File: config.mk
export PLATFORM = sky130hd
export DESIGN_NAME = mem_arbiter
export DESIGN_NICKNAME = d
export VERILOG_FILES = /design/src/rtl/arb_pkg.sv /design/src/rtl/arb_pick.sv /design/src/rtl/mem_arbiter.sv
export SDC_FILE = /design/constraint.sdc
export NUM_CORES = 1
export LEC_CHECK = 0
export ABC_CLOCK_PERIOD_IN_PS = 2490
export CAP_MARGIN = 0
export CORE_MARGIN = 2
export CORE_UTILIZATION = 30
export CTS_CLUSTER_DIAMETER = 150
export DETAILED_ROUTE_END_ITERATION = 8
export GPL_TIMING_DRIVEN = 0
export PLACE_DENSITY = 0.66
export SLEW_MARGIN = 20
export SYNTH_ARGS = -nofsm -noshare
export SYNTH_HDL_FRONTEND = slang
export SYNTH_SLANG_ARGS = --single-unit
File: constraint.sdc
create_clock -name clk -period 2.49 [get_ports clk]
set_input_delay 0.3735 -clock clk [delete_from_list [all_inputs] [get_ports clk]]
set_output_delay 0.3735 -clock clk [all_outputs]
set_load 0.005 [all_outputs]
File: src/rtl/arb_pkg.sv
`default_nettype none
// ============================================================================
// Module   : arb_pkg
// Brief    : Shared types and constants for the two-requester memory arbiter.
// Revision : 1.0 - initial release
// ============================================================================
package arb_pkg;

    localparam int unsigned c_CNT_W = 4;

    typedef enum logic [1:0] {
        IDLE   = 2'd0,
        ACCESS = 2'd1,
        DONE   = 2'd2
    } state_t;

    typedef enum logic {
        OWN_I = 1'b0,
        OWN_D = 1'b1
    } owner_t;

endpackage
`default_nettype wire

File: src/rtl/arb_pick.sv
`default_nettype none
// ============================================================================
// Module   : arb_pick
// Brief    : Combinational winner selection. Define ARB_RR_EN for round-robin
//            on simultaneous requests; otherwise D has fixed priority over I.
// Revision : 1.0 - initial release
// ============================================================================
module arb_pick
    import arb_pkg::*;
(
    input  logic   i_req,
    input  logic   d_req,
    input  owner_t i_lastServed,
    output owner_t o_grant
);

`ifdef ARB_RR_EN
    always_comb begin
        o_grant = OWN_I;
        if (i_req && d_req) begin
            // the side that was not served last takes the tie
            o_grant = (i_lastServed == OWN_I) ? OWN_D : OWN_I;
        end else if (d_req) begin
            o_grant = OWN_D;
        end
    end
`else
    logic w_unusedPickIn;
    assign w_unusedPickIn = i_req ^ i_lastServed;

    always_comb begin
        o_grant = d_req ? OWN_D : OWN_I;
    end
`endif

endmodule
`default_nettype wire

File: src/rtl/mem_arbiter.sv
`default_nettype none
// ============================================================================
// Module   : mem_arbiter
// Brief    : Arbitrates an I-fetch and a D load/store port onto one memory
//            port with MEM_LAT-cycle access. ARB_RR_EN selects round-robin.
// Revision : 1.0 - initial release
// ============================================================================
module mem_arbiter
    import arb_pkg::*;
#(
    parameter int unsigned MEM_LAT = 1,
    parameter int unsigned AW      = 32
) (
    input  logic          clk,
    input  logic          Reset_n,
    input  logic          i_req,
    input  logic [AW-1:0] i_addr,
    output logic          i_ack,
    output logic [31:0]   i_rdata,
    input  logic          d_req,
    input  logic          d_we,
    input  logic [AW-1:0] d_addr,
    input  logic [31:0]   d_wdata,
    output logic          d_ack,
    output logic [31:0]   d_rdata,
    output logic [AW-1:0] mem_addr,
    output logic [31:0]   mem_wdata,
    output logic          mem_re,
    output logic          mem_we,
    input  logic [31:0]   mem_rdata,
    output logic          arb_busy,
    output logic          arb_owner
);

    localparam logic [c_CNT_W-1:0] c_CNT_LOAD = c_CNT_W'(MEM_LAT - 1);

    state_t               r_state;
    state_t               w_nextState;
    owner_t               r_owner;
    owner_t               w_grant;
    owner_t               w_lastServed;
    logic                 w_anyReq;
    logic                 r_we;
    logic [AW-1:0]        r_addr;
    logic [31:0]          r_wdata;
    logic [31:0]          r_iRdata;
    logic [31:0]          r_dRdata;
    logic [c_CNT_W-1:0]   r_cnt;

    assign w_anyReq = i_req | d_req;

`ifdef ARB_RR_EN
    owner_t r_lastServed;

    always_ff @(posedge clk) begin
        if (!Reset_n) begin
            r_lastServed <= OWN_I;
        end else if (r_state == IDLE && w_anyReq) begin
            r_lastServed <= w_grant;
        end
    end

    assign w_lastServed = r_lastServed;
`else
    assign w_lastServed = OWN_I;
`endif

    arb_pick u_pick (
        .i_req        (i_req),
        .d_req        (d_req),
        .i_lastServed (w_lastServed),
        .o_grant      (w_grant)
    );

    always_ff @(posedge clk) begin
        if (!Reset_n) begin
            r_state <= IDLE;
        end else begin
            r_state <= w_nextState;
        end
    end

    always_comb begin
        w_nextState = r_state;
        arb_busy    = 1'b0;
        mem_re      = 1'b0;
        mem_we      = 1'b0;
        i_ack       = 1'b0;
        d_ack       = 1'b0;
        case (r_state)
            IDLE: begin
                if (w_anyReq) begin
                    w_nextState = ACCESS;
                end
            end
            ACCESS: begin
                arb_busy = 1'b1;
                mem_re   = ~r_we;
                mem_we   = r_we;
                if (r_cnt == '0) begin
                    w_nextState = DONE;
                end
            end
            DONE: begin
                arb_busy    = 1'b1;
                i_ack       = (r_owner == OWN_I);
                d_ack       = (r_owner == OWN_D);
                w_nextState = IDLE;
            end
            default: begin
                w_nextState = IDLE;
            end
        endcase
    end

    // Request inputs are sampled only in IDLE; later changes are ignored.
    always_ff @(posedge clk) begin
        if (!Reset_n) begin
            r_owner  <= OWN_I;
            r_we     <= 1'b0;
            r_addr   <= '0;
            r_wdata  <= '0;
            r_iRdata <= '0;
            r_dRdata <= '0;
            r_cnt    <= '0;
        end else begin
            case (r_state)
                IDLE: begin
                    if (w_anyReq) begin
                        r_owner <= w_grant;
                        r_addr  <= (w_grant == OWN_D) ? d_addr : i_addr;
                        r_wdata <= (w_grant == OWN_D) ? d_wdata : 32'd0;
                        r_we    <= (w_grant == OWN_D) & d_we;
                        r_cnt   <= c_CNT_LOAD;
                    end
                end
                ACCESS: begin
                    if (r_cnt == '0) begin
                        if (!r_we) begin
                            if (r_owner == OWN_D) begin
                                r_dRdata <= mem_rdata;
                            end else begin
                                r_iRdata <= mem_rdata;
                            end
                        end
                    end else begin
                        r_cnt <= r_cnt - c_CNT_W'(1);
                    end
                end
                default: begin
                end
            endcase
        end
    end

    assign mem_addr  = r_addr;
    assign mem_wdata = r_wdata;
    assign i_rdata   = r_iRdata;
    assign d_rdata   = r_dRdata;
    assign arb_owner = r_owner;

endmodule
`default_nettype wire

==> metrics.md, run 1 <==
| Metric | Value |
|---|---|
| Status | completed |
| CTS sink cnt | 136 |
| Worst Path Required | 2.12 ns |
| Fillers | 1726 |
| Critical path class | register to output pin |
| Total gr overflow | 0 |
| Clk Latency, worst-skew pair | 0.41 ns |
| GRT Total Usage | 17.5% |
| DP Wirelength | 12.8 mm |
| WL final | 16.9 mm |
| Critical path's slowest cell | clkdlybuf4s50_1 |
| Clock slew at reported path FFs | 0.06 ns |
| Router iterations before antenna repair | 4 |
| Worst Path Max Fanout | 10 |
| Via/cell ratio | 4.64 |
| Antenna-violating nets left | 0 |
| Layout area overhead | 64.0% |
| Crit end category | output pin |
| Synth async-reset ratio | 0% |
| N_diodes | 0 |
| Die area | 0.0193 mm² |
| Nets | 1012 |
| Final setup viols | 0 |
| Unrepaired setup endpoints after global routing | no |
| CTS tree | done |
| Ranking of synthesized cells by area | dfxtp_1 (50%), mux2i_1 (18%), nand2_1 (9.2%) |
| Slowest cell delay on critical path | 0.53 ns |
| Row cnt | 49 |
| Slew of the pin with the lowest slew margin | 0.614 ns |
| Type of the most critical hold path | register to register |
| Max Slew Vio Count | 0 |
| IO Port Bufs | 265 |
| Initial antenna violation count | 0 |
| Period utilization | 92.0% |
| # DRC | 0 |
| First-pass GRT wire length | 27.2 mm |
| Die width | 139 µm |
| Largest net degree at the start of global routing | 17 |
| Per-cell routed wire length | 15.2 µm |
| Area leader, netlist | dfxtp_1 |
| Synthesized Nets | 728 |
| Lkg Pwr | 3.53 nW |
| Setup tns final | 0 ns |
| Most common cell in the netlist | dfxtp_1 |
| Most used DFF post-synth | dfxtp_1 |
| Clk_skew | 0.00847 ns |
| Synth unique cells | 34 |
| H-tree depth | 4 |
| Violation count after the first detailed-route iteration | 146 |
| Seq/Total Area, Yosys | 50.0% |
| Share of cells above drive strength 1 | 5.19% |
| Inst Count DP | 1084 |
| Critical Path, Cell by Cell | inv_1, ha_1, clkbuf_2, and2_1, clkdlybuf4s50_1 |
| #FFs+latches synth | 136 |
| Mapped Area | 0.00545 mm² |
| Final hold slack | 0.450 ns |
| Peak Freq | 437 MHz |
| Starting density of the core | 30.4% |
| Vias in the first global route | 5161 |
| RePlAce Congestion | 0.793 |
| Final Hold Fails | 0 |
| Top cell type's share of synthesized area | 50.0% |
| Setup crit start kind | register |
| Number of synthesized flops with an enable pin | 0 |
| CTS Hold Bufs | 0 |
| Max-Cap Viols | 0 |
| Max Root-Sink Buffers | 2 |
| CTS buffer count | 17 |
| Yosys warning total | 0 |
| Worst EP arrival | 1.92 ns |
| Core area | 0.0179 mm² |
| Syn avg cell area | 9.24 µm² |
| Fin cells | 1115 |
| Worst vdd ir | 0.453 mV |
| IO Count | 267 |
| Via count | 5175 |
| Die Y | 139 µm |
| Post-CTS setup buffer count | 0 |
| Top cells by count, synth | dfxtp_1 (136), nand2_1 (133), mux2i_1 (96) |
| Cells after Synth | 590 |
| Clock root cell | clkbuf_16 |
| Worst R2R Setup Slack | 0.40 ns |
| PwrDens | 677 mW/mm² |
| Post-layout minimum cycle time | 2.29 ns |
| Slew HR | 58.8% |
==> timing repair <==
| action | 4_1_cts | 5_1_grt |
|---|---|---|
| endpoints found under the setup margin | 0 | 1 |
| endpoints found under the hold margin | 0 | 0 |
| gates resized for setup | 0 | 2 |
==> through the flow <==
stage | worst slack [ns] | power [mW] | utilization (%) | area [µm²]
floorplan | 0.748 | 3.03 | - | 5450
global placement | 0.101 | 3.76 | 46.9 | 8390
detailed placement | 0.0470 | 3.77 | 46.9 | 8390
CTS | 0.0322 | 6.13 | 49.9 | 8930
global route | 0.0561 | 6.35 | 49.9 | 8940
finish | 0.200 | 6.05 | 49.9 | 8940
==> critical path: cells and delay by family, from the launching register on <==
family | cells | cell delay (ns)
buffers and inverters | 3 | 0.83
DFF | 1 | 0.32
adders and majority gates | 1 | 0.20
and+or+nand+nor | 1 | 0.16
==> area by class of cell <==
class | instances | area [µm²] | share of cell area [%]
sequential | 136 | 2720 | 30.5
inverter | 5 | 18.8 | 0.210
buffer | 49 | 255 | 2.86
clock inverter | 10 | 96.3 | 1.08
timing repair buffer | 265 | 2650 | 29.7
multi-input combinational | 400 | 2450 | 27.5
clock buffer | 21 | 450 | 5.04
tap | 229 | 287 | 3.21
==> cells in the final DEF, fill, tap and decap left out, drive strengths merged <==
cell type / netlist / final
clkdlybuf4s50: 0 / 265
dfxtp: 136 / 136
nand2: 133 / 133
mux2i: 96 / 96
clkbuf: 28 / 49
a21oi: 36 / 36
nand3: 35 / 35
nor2: 35 / 35
a211oi: 33 / 33
buf: 21 / 21
clkinv: 1 / 7
inv: 4 / 6
ha: 5 / 5
nor2b: 3 / 3
nand4: 3 / 3
nor3b: 3 / 3
o21ai: 3 / 3
and2: 2 / 2
o311ai: 2 / 2
or3b: 2 / 2
o21bai: 1 / 1
o21a: 1 / 1
nand2b: 1 / 1
a41oi: 1 / 1
a311oi: 1 / 1
nand4b: 1 / 1
a31oi: 1 / 1
o31a: 1 / 1
nor4: 1 / 1
bufinv: 0 / 1
clkinvlp: 0 / 1
==> layer usage <==
| metal | GRT usage [%] | up-vias | routed length (µm) | share of wire [%] |
|---|---|---|---|---|
| met5 | 0 | - | 0 | 0 |
| met4 | 4.78 | 0 | 209 | 1.2 |
| met3 | 6.84 | 14 | 1420 | 8.4 |
| met2 | 28.8 | 205 | 8140 | 48 |
| met1 | 21.5 | 2366 | 7170 | 42 |
| li1 | - | 2590 | - | - |
==> final timing paths <==
check / start / end / depth (start not counted)
setup / recovery: r_state[1] / mem_we / 5
hold / removal: mem_wdata[17] / mem_wdata[17] / 2
setup reg to reg: r_cnt[0] / d_rdata[9] / 6
hold reg to reg: mem_wdata[17] / mem_wdata[17] / 2
==> report_power, final <==
| group | switching, mW | leakage (nW) | internal [mW] | total (mW) |
|---|---|---|---|---|
| registers | 0.0942 | 1.11 | 2.36 | 2.45 |
| logic | 0.544 | 2.15 | 0.715 | 1.26 |
| clock network | 0.937 | 0.268 | 1.40 | 2.33 |
| total | 1.58 | 3.53 | 4.47 | 6.05 |
==> cell families after synthesis <==
group	after synthesis	synth area share (%)
mux	96	17.6
fa+ha+maj	5	1.15
simple gates	219	16.9
buf+inv	54	5.01
compound gates	80	9.32
flops	136	50.0
==> flip-flops by register name (all words and copies together), names as in the netlist <==
name	count
d_rdata	32
mem_wdata	32
i_rdata	32
mem_addr	32
r_state	2
r_cnt	4
arb_owner	1
r_we	1
Note: power is estimated with default switching activity, not from simulation.
==> run 2, diff against run 1 <==
ABC_CLOCK_PERIOD_IN_PS = 2700   (was 2490)
PLACE_DENSITY = default   (was 0.66)
PLACE_DENSITY_LB_ADDON = 0.12   (was default)
SLEW_MARGIN = default   (was 20)
clock period = 2.7 ns   (was 2.49 ns; I/O delays follow)
==> metrics.md, run 2 (synthesis gave the netlist of run 1 again) <==
| Metric | Value |
|---|---|
| N_diodes | 0 (unchanged) |
| Hold path cells | 2 (unchanged) |
| DP Wirelength | 13.2 mm (+2.6%) |
| Total gr overflow | 0 (unchanged) |
| Per-cell routed wire length | 15.3 µm (+0.55%) |
| Most frequent cells in the layout | clkdlybuf4s50_1 (265), dfxtp_1 (136), nand2_1 (133) |
| Initial antenna violation count | 0 (unchanged) |
| IO Count | 267 (unchanged) |
| CTS Hold Bufs | 0 (unchanged) |
| Max-Cap Viols | 0 (unchanged) |
| Final setup viols | 0 (unchanged) |
| Via/cell ratio | 4.65 (+0.24%) |
| First-pass GRT wire length | 27.4 mm (+0.92%) |
| CTS tree | done |
| Slew of the pin with the lowest slew margin | 0.564 ns (-0.0502 ns) |
| Unrepaired setup endpoints after global routing | no |
| Die Y | 139 µm (unchanged) |
| Flop pwr share | 37.9% (-2.7 points) |
| Resize count post-CTS | 0 (unchanged) |
| # DRC | 0 (unchanged) |
| Die width | 139 µm (unchanged) |
| Period utilization | 92.4% |
| Clock root cell | clkbuf_16 |
| GRT Total Usage | 17.7% (+0.16 points) |
| Max Slew Vio Count | 0 (unchanged) |
| Clock share of power | 42.6% (+4.0 points) |
| Most common cell after layout, fill and taps aside | clkdlybuf4s50_1 |
| Row cnt | 49 (unchanged) |
| H-tree depth | 4 (unchanged) |
| IO Port Bufs | 265 (unchanged) |
| Power Total | 5.98 mW (-1.2%) |
| Share of cells above drive strength 1 | 5.30% (+0.11 points) |
| Via count | 5192 (+0.33%) |
| Type of the most critical hold path | register to register |
| RePlAce Congestion | 0.820 (+3.5%) |
| Worst Path Required | 2.30 ns (+0.18 ns) |
| Clk_skew | 0.00947 ns (+0.00100 ns) |
| Comb power frac | 19.4% (-1.4 points) |
| Worst r2r path cells | 6 (unchanged) |
| Slew HR | 62.2% (+3.4 points) |
| Antenna-violating nets left | 0 (unchanged) |
| Max Root-Sink Buffers | 2 (unchanged) |
| Setup tns final | 0 ns (unchanged) |
| CTS buffer count | 17 (unchanged) |
| Starting density of the core | 30.4% (unchanged) |
| Worst vdd ir | 0.430 mV (-5.2%) |
| Clock slew at reported path FFs | 0.06 ns (about the same) |
| Largest net degree at the start of global routing | 17 (unchanged) |
| Vias in the first global route | 5294 (+2.6%) |
| Die area | 0.0193 mm² (unchanged) |
| Post-layout minimum cycle time | 2.49 ns |
| Peak Freq | 401 MHz |
| Crit end category | output pin |
| Violation count after the first detailed-route iteration | 143 (-2.1%) |
| Final hold slack | 0.453 ns (+0.00308 ns) |
| Clk Latency, worst-skew pair | 0.41 ns (about the same) |
| Router iterations before antenna repair | 4 (unchanged) |
| Setup crit start kind | register |
| PwrDens | 661 mW/mm² (-2.3%) |
| Final Hold Fails | 0 (unchanged) |
| Net Sw Frac | 24.3% (-1.8 points) |
| Net Switching | 1.45 mW (-7.9%) |
| Worst EP arrival | 2.09 ns (+0.17 ns) |
| Core area | 0.0179 mm² (unchanged) |
| Critical path class | register to output pin |
| Util after Layout | 50.5% (+0.59 points) |
| Layout area overhead | 65.9% |
| Post-CTS setup buffer count | 0 (unchanged) |
| WL final | 17.0 mm (+0.64%) |
| Worst R2R Setup Slack | 0.53 ns (+0.13 ns) |
| Worst Path Max Fanout | 10 (unchanged) |
| Nets | 1012 (unchanged) |
| Status | completed |
| Internal power | 4.52 mW (+1.2%) |
| CTS sink cnt | 136 (unchanged) |
| Lkg Pwr | 3.58 nW (+1.3%) |
==> run 2: area by class of cell <==
cell class | instances | area [µm²]
plain buffers | 49 | 254
clock buffers | 21 | 460
clock inverters | 11 | 194
fillers | 1617 | 8860
inverters | 5 | 18.8
multi-input cells | 400 | 2450
flip-flops and latches | 136 | 2720
well taps | 229 | 287
repair buffers | 265 | 2650
==> run 2: path summary, 6_finish.rpt <==
check | end | start
worst max-delay path | mem_we | r_state[1]
worst min-delay path | mem_wdata[26] | mem_wdata[26]
worst max register to register | d_rdata[30] | r_cnt[0]
worst min register to register | mem_wdata[26] | mem_wdata[26]
==> run 2: worst max-delay path: stages, from the launching register on <==
cell and delay, ns:
dfxtp_1 0.33, inv_1 0.08, ha_1 0.20, clkbuf_1 0.35, and2_1 0.19, clkdlybuf4s50_1 0.54
==> run 2: per-stage QoR <==
| stage | std cells | setup WS [ns] | area, µm² |
|---|---|---|---|
| after CTS | 1116 | 0.177 | 9040 |
| after detailed placement | 1084 | 0.271 | 8390 |
| after global placement | 1084 | 0.331 | 8390 |
| final | 1116 | 0.206 | 9040 |
| after floorplan | 590 | 0.958 | 5450 |
| after global routing | 1116 | 0.0869 | 9040 |
==> run 2: power groups by stage <==
stage,Clock [mW],Combinational (mW),Sequential (mW)
after floorplan,0,0.481,2.31
after global routing,2.70,1.27,2.29
after global placement,0,1.16,2.30
after detailed placement,0,1.17,2.31
final,2.55,1.16,2.27
after CTS,2.61,1.18,2.27
==> run 2: per-layer routing <==
| metal | track usage (%) | vias to the layer above | routed length (µm) |
|---|---|---|---|
| met1 | 20.9 | 2386 | 7110 |
| met5 | 0 | - | 0 |
| met2 | 29.1 | 194 | 8210 |
| met3 | 6.80 | 19 | 1430 |
| li1 | - | 2593 | - |
| met4 | 6.91 | 0 | 298 |
==> run 3, diff against run 2 <==
CAP_MARGIN = 20   (was 0)
==> results of run 3 <==
The final DEF is identical to that of run 2; final timing and power are the same.
